$ cat config.mk
export PLATFORM = sky130hd
export DESIGN_NAME = div_signed_frontend
export DESIGN_NICKNAME = d
export VERILOG_FILES = /design/src/rtl/div_signed_frontend_pkg.sv /design/src/rtl/DivUnsigned32bit.sv /design/src/rtl/div_signed_frontend.sv
export SDC_FILE = /design/constraint.sdc
export NUM_CORES = 1
export LEC_CHECK = 0
export CAP_MARGIN = 15
export CELL_PAD_IN_SITES_DETAIL_PLACEMENT = 0
export CELL_PAD_IN_SITES_GLOBAL_PLACEMENT = 1
export CORE_MARGIN = 1.5
export CORE_UTILIZATION = 30
export CTS_CLUSTER_DIAMETER = 200
export DETAILED_ROUTE_END_ITERATION = 8
export GPL_TIMING_DRIVEN = 1
export PLACE_DENSITY = 0.66
export REMOVE_ABC_BUFFERS = 1
export SETUP_SLACK_MARGIN = 0.4
export SLEW_MARGIN = 20
export SYNTH_ARGS = -nofsm -noshare
export SYNTH_HDL_FRONTEND = slang
export SYNTH_SLANG_ARGS = --single-unit
$ cat constraint.sdc
create_clock -name clk -period 3.7 [get_ports clk]
set_input_delay 0.74 -clock clk [delete_from_list [all_inputs] [get_ports clk]]
set_output_delay 0.74 -clock clk [all_outputs]
set_load 0.03 [all_outputs]
$ cat src/rtl/div_signed_frontend_pkg.sv
// Shared encodings and constants for the signed divide front-end.
// Operation codes follow funct3[1:0] of the RISC-V M-extension divide group.
package div_signed_frontend_pkg;

   typedef enum logic [1:0] {
      OP_DIV  = 2'b00,
      OP_DIVU = 2'b01,
      OP_REM  = 2'b10,
      OP_REMU = 2'b11
   } div_op_e;

   typedef enum logic [2:0] {
      ST_IDLE,
      ST_WAIT_RDY,
      ST_ISSUE,
      ST_WAIT_DIV,
      ST_FIX,
      ST_DONE
   } state_e;

   localparam logic [31:0] INT_MIN  = 32'h8000_0000;
   localparam logic [31:0] ALL_ONES = 32'hFFFF_FFFF;

   // Two's complement negate when neg is set; wraps, so INT_MIN maps to itself.
   function automatic logic [31:0] neg_if(input logic neg, input logic [31:0] x);
      return neg ? (~x + 32'd1) : x;
   endfunction

endpackage

$ cat src/rtl/DivUnsigned32bit.sv
// 32-bit unsigned restoring divider, one quotient bit per cycle.
// Has no reset: any power-up state drains to idle within a bounded number of cycles.
module DivUnsigned32bit (
   input  logic        clk,
   input  logic        start,
   input  logic [31:0] dividend,
   input  logic [31:0] divisor,
   output logic        ready,
   output logic        valid,
   output logic        error,
   output logic [31:0] quotient,
   output logic [31:0] remainder
);

   logic        busy_reg;
   logic        valid_reg;
   logic        error_reg;
   logic [5:0]  count_reg;
   logic [31:0] quo_reg;
   logic [31:0] rem_reg;
   logic [31:0] dvs_reg;

   logic [32:0] shifted;
   logic [32:0] diff;

   // Partial remainder stays below the divisor, so 33 bits hold the shifted value.
   always_comb begin
      shifted = {rem_reg, quo_reg[31]};
      diff    = shifted - {1'b0, dvs_reg};
   end

   always_ff @(posedge clk) begin
      valid_reg <= 1'b0;
      if (busy_reg) begin
         if (!diff[32]) begin
            rem_reg <= diff[31:0];
            quo_reg <= {quo_reg[30:0], 1'b1};
         end else begin
            rem_reg <= shifted[31:0];
            quo_reg <= {quo_reg[30:0], 1'b0};
         end
         count_reg <= count_reg - 6'd1;
         if (count_reg == 6'd1) begin
            busy_reg  <= 1'b0;
            valid_reg <= 1'b1;
         end
      end else if (start) begin
         error_reg <= (divisor == '0);
         if (divisor > dividend) begin
            // Quotient is trivially zero: answer on the next cycle.
            quo_reg   <= '0;
            rem_reg   <= dividend;
            valid_reg <= 1'b1;
         end else begin
            busy_reg  <= 1'b1;
            count_reg <= 6'd32;
            quo_reg   <= dividend;
            rem_reg   <= '0;
            dvs_reg   <= divisor;
         end
      end
   end

   assign ready     = ~busy_reg;
   assign valid     = valid_reg;
   assign error     = error_reg;
   assign quotient  = quo_reg;
   assign remainder = rem_reg;

endmodule

$ cat src/rtl/div_signed_frontend.sv
// RISC-V DIV/DIVU/REM/REMU front-end: magnitude conversion, unsigned divider
// hand-off, sign fix-up and the architectural divide-by-zero/overflow results.
module div_signed_frontend
   import div_signed_frontend_pkg::*;
#(
   parameter int FAST_SPECIAL = 1
) (
   input  logic        clk,
   input  logic        reset,
   input  logic        start,
   input  logic [1:0]  op,
   input  logic [31:0] rs1,
   input  logic [31:0] rs2,
   output logic        ready,
   output logic        valid,
   output logic [31:0] result
);

   state_e      state_reg, state_next;
   div_op_e     op_reg, op_next;
   logic [31:0] rs1_reg, rs1_next;
   logic        b_zero_reg, b_zero_next;
   logic        neg_a_reg, neg_a_next;
   logic        neg_b_reg, neg_b_next;
   logic [31:0] mag_a_reg, mag_a_next;
   logic [31:0] mag_b_reg, mag_b_next;
   logic [31:0] quo_reg, quo_next;
   logic [31:0] rem_reg, rem_next;
   logic [31:0] result_reg, result_next;

   logic        in_signed;
   logic        in_neg_a;
   logic        in_neg_b;

   logic        div_start;
   logic        div_ready;
   logic        div_valid;
   logic        div_error_unused;
   logic [31:0] div_quo;
   logic [31:0] div_rem;

   assign in_signed = ~op[0];
   assign in_neg_a  = in_signed & rs1[31];
   assign in_neg_b  = in_signed & rs2[31];

   DivUnsigned32bit u_divu (
      .clk       (clk),
      .start     (div_start),
      .dividend  (mag_a_reg),
      .divisor   (mag_b_reg),
      .ready     (div_ready),
      .valid     (div_valid),
      .error     (div_error_unused),
      .quotient  (div_quo),
      .remainder (div_rem)
   );

   always_ff @(posedge clk) begin
      if (reset) begin
         state_reg  <= ST_IDLE;
         op_reg     <= OP_DIV;
         rs1_reg    <= '0;
         b_zero_reg <= 1'b0;
         neg_a_reg  <= 1'b0;
         neg_b_reg  <= 1'b0;
         mag_a_reg  <= '0;
         mag_b_reg  <= '0;
         quo_reg    <= '0;
         rem_reg    <= '0;
         result_reg <= '0;
      end else begin
         state_reg  <= state_next;
         op_reg     <= op_next;
         rs1_reg    <= rs1_next;
         b_zero_reg <= b_zero_next;
         neg_a_reg  <= neg_a_next;
         neg_b_reg  <= neg_b_next;
         mag_a_reg  <= mag_a_next;
         mag_b_reg  <= mag_b_next;
         quo_reg    <= quo_next;
         rem_reg    <= rem_next;
         result_reg <= result_next;
      end
   end

   always_comb begin
      state_next  = state_reg;
      op_next     = op_reg;
      rs1_next    = rs1_reg;
      b_zero_next = b_zero_reg;
      neg_a_next  = neg_a_reg;
      neg_b_next  = neg_b_reg;
      mag_a_next  = mag_a_reg;
      mag_b_next  = mag_b_reg;
      quo_next    = quo_reg;
      rem_next    = rem_reg;
      result_next = result_reg;
      case (state_reg)
         ST_IDLE: begin
            if (start) begin
               op_next     = div_op_e'(op);
               rs1_next    = rs1;
               b_zero_next = (rs2 == '0);
               neg_a_next  = in_neg_a;
               neg_b_next  = in_neg_b;
               mag_a_next  = neg_if(in_neg_a, rs1);
               mag_b_next  = neg_if(in_neg_b, rs2);
               if (FAST_SPECIAL != 0 && rs2 == '0) begin
                  result_next = op[1] ? rs1 : ALL_ONES;
                  state_next  = ST_DONE;
               end else if (FAST_SPECIAL != 0 && in_signed && rs1 == INT_MIN && rs2 == ALL_ONES) begin
                  result_next = op[1] ? '0 : INT_MIN;
                  state_next  = ST_DONE;
               end else begin
                  state_next = ST_WAIT_RDY;
               end
            end
         end
         // The divider has no reset, so it may still be finishing an aborted op.
         ST_WAIT_RDY: if (div_ready) state_next = ST_ISSUE;
         ST_ISSUE:    state_next = ST_WAIT_DIV;
         ST_WAIT_DIV: begin
            if (div_valid) begin
               quo_next   = div_quo;
               rem_next   = div_rem;
               state_next = ST_FIX;
            end
         end
         ST_FIX: begin
            if (b_zero_reg) begin
               result_next = op_reg[1] ? rs1_reg : ALL_ONES;
            end else begin
               case (op_reg)
                  OP_DIV:  result_next = neg_if(neg_a_reg ^ neg_b_reg, quo_reg);
                  OP_REM:  result_next = neg_if(neg_a_reg, rem_reg);
                  OP_DIVU: result_next = quo_reg;
                  default: result_next = rem_reg;
               endcase
            end
            state_next = ST_DONE;
         end
         ST_DONE: state_next = ST_IDLE;
         default: state_next = ST_IDLE;
      endcase
   end

   assign ready     = (state_reg == ST_IDLE);
   assign valid     = (state_reg == ST_DONE);
   assign div_start = (state_reg == ST_ISSUE);
   assign result    = result_reg;

endmodule

# ---- Yosys cells after proc, flatten, opt, wreduce, memory -nomap -nowiden
# Index checks and enable logic that the tools add are counted.
dict set report classes {
  addsub 6
  magnitude_cmp 1
  n_eq_ne 15
  mux 38
  n_bitwise 10
  n_reduce_logical 13
}
# operator count
set ops {}
lappend ops {{$mux W32} 18}
lappend ops {{$add A32 B1 Y32 const B} 4}
lappend ops {{$not A32 Y32} 4}
lappend ops {{$pmux W32 S3} 1}
lappend ops {{$eq A32 B32 Y1 const B} 2}
lappend ops {{$pmux W32 S2} 1}
lappend ops {{$sub A33 B32 Y33} 1}
lappend ops {{$gt A32 B32 Y1} 1}
lappend ops {{$logic_not A32 Y1} 1}
lappend ops {{$mux W6} 3}
lappend ops {{$mux W3} 5}
lappend ops {{$pmux W3 S5} 1}
lappend ops {{$mux W1} 9}
lappend ops {{$reduce_and A3 Y1} 3}
lappend ops {{$eq A3 B2 Y1 const B} 2}
lappend ops {{$eq A3 B3 Y1 const B} 2}
lappend ops {{$eq A6 B1 Y1 const B} 1}
lappend ops {{$reduce_and A2 Y1} 3}
lappend ops {{$sub A6 B1 Y6 const B} 1}
lappend ops {{$ne A2 B1 Y1 const B} 2}
lappend ops {{$ne A2 B2 Y1 const B} 2}
lappend ops {{$reduce_bool A2 Y1} 2}
lappend ops {{$eq A3 B1 Y1 const B} 1}
lappend ops {{$logic_not A3 Y1} 1}
lappend ops {{8 further kinds} 12}
dict set report totals {
  ff_bits 304
  inputBits 69
  output_inout_bits 34
}

# ---- Depth between registers and ports, before layout
# Gate-level depths: netlist of the first run.
dict set report logic_depth {
  word_depth 7
  mapped_depth 12
  ltp_nobuf 11
}

# ---- Cells and area by module
# From an unflattened synthesis of the first run, not the netlist that was laid out.
dict set report unflattened {
  hier_cells 2188
  area_unflattened_um2 18634.1
}
# mod n_inst cells_per_inst area_each_um2
set modules_own_cells {}
lappend modules_own_cells {div_signed_frontend 1 1420 10928.0}
lappend modules_own_cells {DivUnsigned32bit 1 768 7706.1}

# ---- Worst setup path after synthesis of the first run
# Ideal clock, no wire load.
dict set report synth_path {
  kind {register to register}
  from {register mag_a_reg[27]}
  to {register u_divu.dvs_reg[0] (enable)}
  setup_time_ps 391
  arrival_ps 2828
  required_time_ps 3309
  setup_slack_ps 480
  path_stages_with_launch 10
  path_buffers 1
  path_cell_list {dfxtp_1 -> inv_1 -> ha_1 -> and4_1 -> nand3_1 -> or3_1 -> nor4_1 -> a31o_2 -> buf_2 -> and4_1}
}
dict set report synth_via {
  elab_chain_len 3
}
# item line
set synth_rtl {}
lappend synth_rtl {{from (decl)} div_signed_frontend.sv:25} ;# logic [31:0] mag_a_reg, mag_a_next;
lappend synth_rtl {{from (signal assigned)} div_signed_frontend.sv:78} ;# mag_a_reg <= mag_a_next;
lappend synth_rtl {{$gt A32 B32 Y1} DivUnsigned32bit.sv:49} ;# if (divisor > dividend) begin
lappend synth_rtl {{$not A1 Y1 (no line)} -}
lappend synth_rtl {{$reduce_and A3 Y1 (no line)} -}
lappend synth_rtl {{to (signal assigned)} DivUnsigned32bit.sv:59} ;# dvs_reg <= divisor;
lappend synth_rtl {{to (decl)} DivUnsigned32bit.sv:21} ;# logic [31:0] dvs_reg;
# No other way between the ends.
# A chain may end at the register's enable or synchronous reset.

# ---- Worst setup path after layout of the first run
dict set report layout_path {
  from {register u_divu.dvs_reg[0]}
  to {register u_divu.rem_reg[11] (netlist: u_divu.remainder[11]), data pin}
}
dict set report layout_via {
  elab_chain_len 3
}
# item line
set layout_rtl {}
lappend layout_rtl {{$sub A33 B32 Y33} DivUnsigned32bit.sv:29} ;# diff = shifted - {1'b0, dvs_reg};
lappend layout_rtl {{$mux W32} DivUnsigned32bit.sv:35} ;# if (!diff[32]) begin
lappend layout_rtl {{$mux W32} DivUnsigned32bit.sv:34} ;# if (busy_reg) begin
lappend layout_rtl {{to (signal assigned)} DivUnsigned32bit.sv:36} ;# rem_reg <= diff[31:0];
lappend layout_rtl {{to (signal assigned)} DivUnsigned32bit.sv:39} ;# rem_reg <= shifted[31:0];
lappend layout_rtl {{to (signal assigned)} DivUnsigned32bit.sv:52} ;# rem_reg <= dividend;
lappend layout_rtl {{to (decl)} DivUnsigned32bit.sv:20} ;# logic [31:0] rem_reg;
# No other way between the ends.

==> results.toml, run 1 <==
[power_and_ir_drop]
p_int_uw = 8580
p_seq_share_pct = 34.5
ir_worst_vdd_uv = 366
net-switching-power_uw = 5240
clkPwrFrac_pct = 27.2
switching_share_pct = 37.9
power-per-cell-area_nw_per_um2 = 645
p_comb_share_pct = 38.3
leakage_uw = 0.00754

[cts]
cts_hold_buffers = 0
clk-insertion-delay-late_ns = 0.56
cts_tree = "yes"
cts_buffer_depth = 3
clk_pin_slew_ns = 0.06
cts_made_buffers = 36
htree_levels = 2
cts.sinks = 303
root_buffer = "clkbuf_16"

[synthesis]
yosysSeqAreaShare_pct = 40.1
synth_top_cell_area_share_pct = 22.8
syn-instance-count = 2120
ys.warnings.count = 0
ys_ff_latch = 303
yosysTopAreaCell = "dfxtp_1"
synthArstFlopShare_pct = 0
synth_area_leaders = "dfxtp_1 23%, edfxtp_1 17%, nand2_1 7.8%, a21oi_1 5.6%, ha_1 5.0%"
ys_types = 81
synth_area_um2 = 17700
synthFlopType = "dfxtp_1"
syn_area_per_cell_um2 = 8.34
synth_edf_count = 102

[grt]
grt_usage_pct = 20.0
grt_max_degree = 86
grt-ovfl-total = 0
grt_antenna_before_repair = 0
grt_pass1_wl_um = 93400
grt_pass1_vias = 15648

[floorplanning]
die_x_um = 246
coreArea_um2 = 58000
die-area_um2 = 60400
start_util_pct = 30.5
fp.dieH_um = 246
io_pins = 103
rows = 88

[sta]
setup_tns_ns = 0
worst_pin_slew_ns = 0.936
setup_viol = 0
max_freq_ghz = 0.310
min_period_ns = 3.22
fin_ws_ns = 0.477
rsz0062_at_grt = "true"
finalHoldViolCount = 0
slew_viol_final = 0
relSlewSlack_pct = 37.3
period_share_pct = 87.1
worst_clock_skew_ns = 0.0313

[placed_design]
dp_hpwl_um = 45800
place_congestion = 0.897
dp_slack_ns = 0.0740
place_inst = 2962
numPortBuffers = 102
placed_area_um2 = 20000

[setup_path]
worstSetupPathType = "register to register"
rrSetupSlack_ns = 0.48
r2r_end = "u_divu.remainder[11]"
arrival_ns = 3.48
path_max_fanout = 15
rr_startpoint = "u_divu.dvs_reg[0]"
cp.required_ns = 3.96
worstRegToRegCells = 12
end_kind = "register"
start_kind = "register"

[layout]
layout-drive-gt1-share_pct = 10.1
nets = 2381
nFillCells = 5903
utilization_pct = 36.9
area_growth_pct = 21.1
fin_area_um2 = 21400
diodes = 0
stdcell_count = 3033
multiInputGateArea_um2 = 9780
regArea_um2 = 7090

[detailed_routing]
drc = 0
first_iter_violations = 1159
vias = 16111
ant_nets = 0
first_pass_iters = 7
drt-vias-per-instance = 5.31
drt_wl_total_um = 61100
avgRoutedWirePerCell_um = 20.1

[outcome]
status = "finished, final reports clean"

[worst_hold_path]
whs_endpoint = "rs1_reg[23]"
hp-class = "register to register"
holdPathStages = 2
min_from = "rs1_reg[23]"

[flow_run]
drv_cap = 0
==> cell type report <==
class                           instances  area share (%)
Clock buffer                           47            4.64
Clock inverter                         19            1.06
Inverter                               98            1.72
Multi-Input combinational cell       1588            45.7
Sequential cell                       303            33.1
Tap cell                              765            4.47
Timing Repair Buffer                  213            9.35
==> cells by family (layout without fill, tap and decap cells) <==
family,Yosys count,after routing,synth area share [%]
simple gates,742,742,19.1
compound gates,610,610,22.2
mux,29,29,1.66
xor+xnor,135,135,6.69
buf+inv,229,377,5.15
fa+ha+maj,72,72,5.14
flops,303,303,40.1
==> worst max-delay path by stage <==
stage                     slack, ns  depth (start not counted)                   end                 start
after floorplan               -0.81                          6         mag_a_reg[31]          state_reg[0]
after global placement         0.15                         10            result[15]               rs2[15]
after detailed placement       0.07                         10             result[4]               rs1[19]
after CTS                      0.42                         12   u_divu.remainder[4]     u_divu.dvs_reg[0]
after global routing           0.35                         10  u_divu.remainder[30]  u_divu.remainder[17]
final                          0.48                         12  u_divu.remainder[11]     u_divu.dvs_reg[0]
==> worst max-delay path, stage by stage, from the launching register on <==
cell	delay, ns
edfxtp_1	0.44
ha_2	0.22
fa_1	0.41
nand2b_4	0.16
a21oi_2	0.18
o211ai_1	0.24
a21oi_2	0.27
mux2i_1	0.11
buf_4	0.16
nor2_4	0.21
clkbuf_16	0.25
mux2i_1	0.19
o22ai_1	0.09
==> through the flow <==
| step | hold slack [ns] | total power, µW |
|---|---|---|
| floorplan | 0.425 | 7900 |
| global placement | 0.440 | 9750 |
| detailed placement | 0.446 | 9810 |
| CTS | 0.455 | 13600 |
| global route | 0.476 | 14600 |
| finish | 0.454 | 13800 |
==> synth_stat cells (all sizes together) (15+ instances only) <==
master    n
or3      28
mux2i    27
nor4     15
a21oi   199
clkbuf  104
a311oi   41
dfxtp   201
nand4    18
a211oi   53
a31oi    15
nand3    20
xor2     53
edfxtp  102
ha       71
o31ai    20
o21ai   136
nor2    174
o221ai   17
xnor2    82
o211ai   25
nand2   366
o22ai    19
nor3     36
inv      98
buf      26
==> layer usage <==
metal | GRT usage, % | vias to the layer above | routed length (µm)
met4 | 6.10 | 0 | 1500
li1 | - | 7836 | -
met5 | 0 | - | 0
met1 | 25.9 | 7831 | 27300
met3 | 2.16 | 70 | 2390
met2 | 34.8 | 374 | 29900
==> cell usage in the layout, fill, tap and decap left out, types with 9 or more instances in the layout <==
master and n:
ha_1 67, nor4_1 11, a21oi_1 196, mux2i_1 27, nor2b_1 13, a211oi_1 53
a31oi_1 14, nand3_1 19, o41ai_1 12, nand2b_1 11, edfxtp_1 102, o31ai_1 18
a311oi_2 11, dfxtp_1 200, buf_12 9, o211ai_1 25, nor3_1 31, o22ai_1 18
xnor2_1 82, inv_1 95, a21o_1 10, a311oi_1 30, or4_1 11, clkbuf_16 39
o21a_1 13, o221ai_1 17, nand4_1 18, nand2_1 365, nor2_1 170, o21ai_0 130
xor2_1 53, buf_4 100, or3_1 28, clkdlybuf4s50_1 101
==> power by group through the flow <==
stage / Combinational (µW) / Sequential, µW / Clock [µW]
finish: 5290 / 4770 / 3760
global route: 5830 / 4830 / 3960
CTS: 5010 / 4770 / 3840
global placement: 4910 / 4840 / 0
floorplan: 3220 / 4680 / 0
detailed placement: 4970 / 4840 / 0
==> repair_timing <==
item                                   in CTS  in global routing
pin swaps                                   1                  7
setup endpoints to repair                  17                 38
buffers inserted                            1                  2
cloned                                      0                  2
endpoints found under the hold margin       0                  0
resized for setup                           5                 15
Power figures use the tool's default switching activity.
==> inputs of run 2 (changes only) <==
==> constraint.sdc (replaced) <==
create_clock -name clk -period 4.15 [get_ports clk]
set_input_delay 0.83 -clock clk [delete_from_list [all_inputs] [get_ports clk]]
set_output_delay 0.83 -clock clk [all_outputs]
set_load 0.03 [all_outputs]
==> run 2 against run 1 <==
  * Final area decreased by 2.3%
  * Cell count fell by 1.5%
  * Global-route usage decreased by 0.11 points
  * Worst setup slack better by 0.11 ns
  * Sequential share of layout area increased by 0.78 points
  * Clock skew shrank 0.015 ns
==> results.toml, run 2 (synthesis gave the netlist of run 1 again) <==
[outcome]
status = "finished, final reports clean"

[placed_design]
numPortBuffers = 102
dp_slack_ns = 0.0758
dp_hpwl_um = 44700
place_inst = 2920
place_congestion = 0.859
placed_area_um2 = 19700

[grt]
gr-usage-met2_pct = 33.9
grtUsageMet3_pct = 2.24
grt_pass1_vias = 15489
grt_use_met1_pct = 25.9
grt_antenna_before_repair = 0
grt-ovfl-total = 0
grt_max_degree = 86
grt_usage_pct = 19.9
grt_pass1_wl_um = 93300
gr-max-usage-layer = "met2"

[layout]
utilization_pct = 36.1
layout_commonest_cell = "nand2_1"
area_growth_pct = 18.3
diodes = 0
nets = 2335
final_cell_mix = "365 x nand2_1, 200 x dfxtp_1, 198 x a21oi_1"
stdcell_count = 2988
layout-drive-gt1-share_pct = 7.33
fin_area_um2 = 20900

[floorplanning]
die_x_um = 246
rows = 88
fp.dieH_um = 246
io_pins = 103
die-area_um2 = 60400
start_util_pct = 30.5
coreArea_um2 = 58000

[detailed_routing]
first_iter_violations = 1226
first_pass_iters = 5
drc = 0
drt-vias-per-instance = 5.35
drt_wl_total_um = 60700
avgRoutedWirePerCell_um = 20.3
ant_nets = 0
vias = 15995

[cts]
cts_tree = "yes"
cts_buffer_depth = 3
htree_levels = 2
clk-insertion-delay-late_ns = 0.56
postCtsSetupBuffers = 0
root_buffer = "clkbuf_16"
cts.repair.resized = 0
cts_made_buffers = 37
cts_hold_buffers = 0
cts.sinks = 303
clk_pin_slew_ns = 0.06

[setup_path]
rr_startpoint = "u_divu.quotient[31]"
startpoint = "rs2[19]"
end_kind = "register"
arrival_ns = 4.02
start_kind = "input pin"
worstSetupPathType = "input pin to register"
path_max_fanout = 36
cp.required_ns = 4.60

[worst_hold_path]
min_from = "rs1_reg[13]"
hp-class = "register to register"

[sta]
period_share_pct = 85.9
finalHoldViolCount = 0
worst_pin_slew_ns = 1.05
worst_clock_skew_ns = 0.0166
slew_viol_final = 0
min_period_ns = 3.56
fin_ws_ns = 0.587
setup_tns_ns = 0
max_freq_ghz = 0.281
setup_viol = 0
rsz0062_at_grt = "false"
relSlewSlack_pct = 29.8

[flow_run]
drv_cap = 0

[power_and_ir_drop]
leakage_uw = 0.00726
power-per-cell-area_nw_per_um2 = 570
ir_worst_vdd_uv = 323
[run 2: cell count changes in the layout (fill, tap and decap cells not counted), sizes merged]
cell	before	now
clkinv	10	9
bufinv	5	2
inv	102	100
clkbuf	49	53
clkinvlp	0	2
buf	110	65
[run 2: worst max-delay path, cell delays in order]
cell,delay (ns)
clkdlybuf4s50_1,0.49
or4_1,0.55
or2_1,0.27
nand2b_4,0.18
nor3_2,0.66
o31ai_2,0.18
nor2_4,0.24
buf_12,0.23
nor2_1,0.06
a311oi_1,0.27
[run 2: power by group]
part	internal, µW	switching, µW	leakage [µW]
sequential	3780	490	0.00262
combinational	1640	2700	0.00405
clock	1960	1360	0.000592
[run 2: layer usage]
metal / vias up / wire (µm) / part of all wire (%)
li1: 7746 / - / -
met1: 7841 / 27500 / 45
met2: 329 / 29100 / 48
met3: 79 / 2170 / 3.6
met4: 0 / 1890 / 3.1
met5: - / 0 / 0
[run 2: path summary, 6_finish.rpt]
path                          end  slack (ns)  cells past startpoint
max                     result[3]        0.59                     10
min                   rs1_reg[13]        0.45                      2
max reg2reg  u_divu.remainder[25]        0.62                     12
min reg2reg           rs1_reg[13]        0.45                      2
[run 2: layout make-up]
cell class | count | area (µm²)
clock inverter | 15 | 129
inverter | 98 | 368
sequential | 303 | 7090
clock buffer | 53 | 1090
fill | 5970 | 37100
timing repair buffer | 166 | 1590
tap | 765 | 957
multi-input combinational | 1588 | 9700
[run 2: through the flow]
| step | total power (µW) | hold WS, ns |
|---|---|---|
| after floorplan | 7040 | 0.425 |
| final | 11900 | 0.454 |
| after global placement | 8590 | 0.441 |
| after global routing | 12700 | 0.475 |
| after detailed placement | 8660 | 0.447 |
| after CTS | 12000 | 0.455 |
==> inputs of run 3 (changes only) <==
--- a/config.mk
+++ b/config.mk
@@ -13,10 +13,10 @@
 export CTS_CLUSTER_DIAMETER = 200
 export DETAILED_ROUTE_END_ITERATION = 8
 export GPL_TIMING_DRIVEN = 1
+export MAX_ROUTING_LAYER = met4
 export PLACE_DENSITY = 0.66
 export REMOVE_ABC_BUFFERS = 1
 export SETUP_SLACK_MARGIN = 0.4
-export SLEW_MARGIN = 20
 export SYNTH_ARGS = -nofsm -noshare
 export SYNTH_HDL_FRONTEND = slang
 export SYNTH_SLANG_ARGS = --single-unit
==> run 3 against run 2 <==
  * Via count decreased by 0.89%
  * Critical path type is now register to register
  * Fmax is essentially flat
  * Highest routed layer unchanged
  * Clock-buffer cell count up 3
  * Sequential power about the same
  * Worst hold slack gained 0.0013 ns
  * Core utilization about the same
  * Register-to-register slack got worse by 0.03 ns
  * Non-clock buffer count increased by 2
==> results.toml, run 3 (synthesis gave the netlist of run 1 again) <==
[grt]
grt_pass1_vias = 15503
grt_antenna_before_repair = 0
grt-ovfl-total = 0
grt_usage_pct = 20.6
grt_max_degree = 86
grt_pass1_wl_um = 93600

[cts]
root_buffer = "clkbuf_16"
cts_tree = "yes"
cts_made_buffers = 37
htree_levels = 2
cts_hold_buffers = 0
clk-insertion-delay-late_ns = 0.57
postCtsSetupBuffers = 0
cts_buffer_depth = 3
clk_pin_slew_ns = 0.06
cts.sinks = 303

[detailed_routing]
drc = 0
first_iter_violations = 1090
vias = 15852
ant_nets = 0
first_pass_iters = 5
drt_wl_total_um = 60400
drt-vias-per-instance = 5.30
avgRoutedWirePerCell_um = 20.2

[placed_design]
numPortBuffers = 102
place_inst = 2922
dp_hpwl_um = 45000
place_congestion = 0.881

[floorplanning]
fp.dieH_um = 246
start_util_pct = 30.5
coreArea_um2 = 58000
io_pins = 103
die_x_um = 246
die-area_um2 = 60400
rows = 88

[sta]
slew_viol_final = 0
worst_pin_slew_ns = 1.02
relSlewSlack_pct = 31.5
setup_viol = 0
period_share_pct = 85.8
min_period_ns = 3.56
rsz0062_at_grt = "false"
finalHoldViolCount = 0
setup_tns_ns = 0
max_freq_ghz = 0.281
worst_clock_skew_ns = 0.0267

[power_and_ir_drop]
power-per-cell-area_nw_per_um2 = 568
ir_worst_vdd_uv = 375
leakage_uw = 0.00728

[setup_path]
slowest_delay_ns = 0.49
start_kind = "register"
path_max_fanout = 32
path_delay_family = "simple AND/OR/NAND/NOR gates"
cp_cell_sequence = "inv_1 -> ha_1 -> and4_1 -> nand3_1 -> or3_1 -> nor4_1 -> a31o_2 -> buf_4 -> and4_1 -> clkbuf_8"
r2r_end = "u_divu.dvs_reg[29]"
rrSetupSlack_ns = 0.59
crit_path_frequent_cell = "and4_1"
rr_startpoint = "mag_a_reg[30]"
cp_num_buf_inv = 3
cp.required_ns = 4.37
end_kind = "register"
worstRegToRegCells = 10
arrival_ns = 3.78
critPathSlowestCell = "or3_1"
worstSetupPathType = "register to register"

[layout]
regArea_um2 = 7090
nFillCells = 5922
layout_commonest_cell = "nand2_1"
stdcell_count = 2990
area_growth_pct = 18.5
multiInputGateArea_um2 = 9710
diodes = 0
nets = 2337
final_cell_mix = "365 x nand2_1, 200 x dfxtp_1, 197 x a21oi_1"
layout-drive-gt1-share_pct = 7.69

[worst_hold_path]
hp-class = "register to register"
whs_endpoint = "rs1_reg[25]"
holdPathStages = 2
min_from = "rs1_reg[25]"

[outcome]
status = "finished, final reports clean"

[flow_run]
drv_cap = 0
==> run 3: changes by cell type in the layout (fill, tap and decap cells not counted), sizes merged <==
| cell | before | now |
|---|---|---|
| buf | 65 | 66 |
| bufinv | 2 | 1 |
| clkbuf | 53 | 57 |
| clkinv | 9 | 7 |
| clkinvlp | 2 | 0 |
| inv | 100 | 102 |
==> run 3: worst max-delay path by stage <==
stage	from	end	slack [ns]	cells after the start
2_1_floorplan	state_reg[0]	mag_a_reg[31]	-0.36	6
4_1_cts	u_divu.quotient[31]	u_divu.remainder[25]	0.47	12
6_report	mag_a_reg[30]	u_divu.dvs_reg[29]	0.59	10
5_1_grt	mag_a_reg[30]	u_divu.dvs_reg[22]	0.41	10
3_3_place_gp	rs2[6]	result[12]	0.13	10
3_5_place_dp	rs2[19]	result[12]	0.06	10
==> run 3: layout make-up <==
class	count	area share, %
flip-flops and latches	303	33.8
inverters	98	1.76
well taps	765	4.57
multi-input cells	1588	46.3
clock inverters	12	0.556
clock buffers	56	5.30
repair buffers	168	7.63
==> run 3: where the power goes <==
part / switching (µW) / internal (µW)
Sequential: 494 / 3770
Combinational: 2710 / 1640
Clock: 1350 / 1930
==> run 3: through the flow <==
stage	setup slack (ns)	utilization [%]	cell area, µm²	total power [µW]	hold slack (ns)
2_1_floorplan	-0.358	-	17100	7040	0.425
3_3_place_gp	0.127	34.0	19700	8580	0.442
3_5_place_dp	0.0610	34.0	19700	8660	0.448
4_1_cts	0.465	36.1	20900	12000	0.456
5_1_grt	0.411	36.1	20900	12600	0.467
6_report	0.590	36.1	20900	11900	0.455
==> run 3: routing by layer <==
metal	vias to the layer above	routed length, µm	share of wire (%)	global-route usage, %
met1	7690	27100	45	26.1
met4	0	1550	2.6	5.86
met3	72	2500	4.1	2.28
met2	337	29200	48	34.4
met5	-	0	0	-
li1	7753	-	-	-
==> run 3: repair_timing <==
| item | 4_1_cts | 5_1_grt |
|---|---|---|
| resized for setup | 0 | 4 |
| endpoints found under the hold margin | 0 | 0 |
| endpoints found under the setup margin | 0 | 38 |
==> run 3: worst reg2reg max path: cells and delay by family, from the launching register on <==
kind | cells | cell delay, ns
DFF | 1 | 0.47
AOI/OAI and AO/OA | 1 | 0.22
adders and majority gates | 1 | 0.30
and+or+nand+nor | 5 | 1.53
buffers and inverters | 3 | 0.68
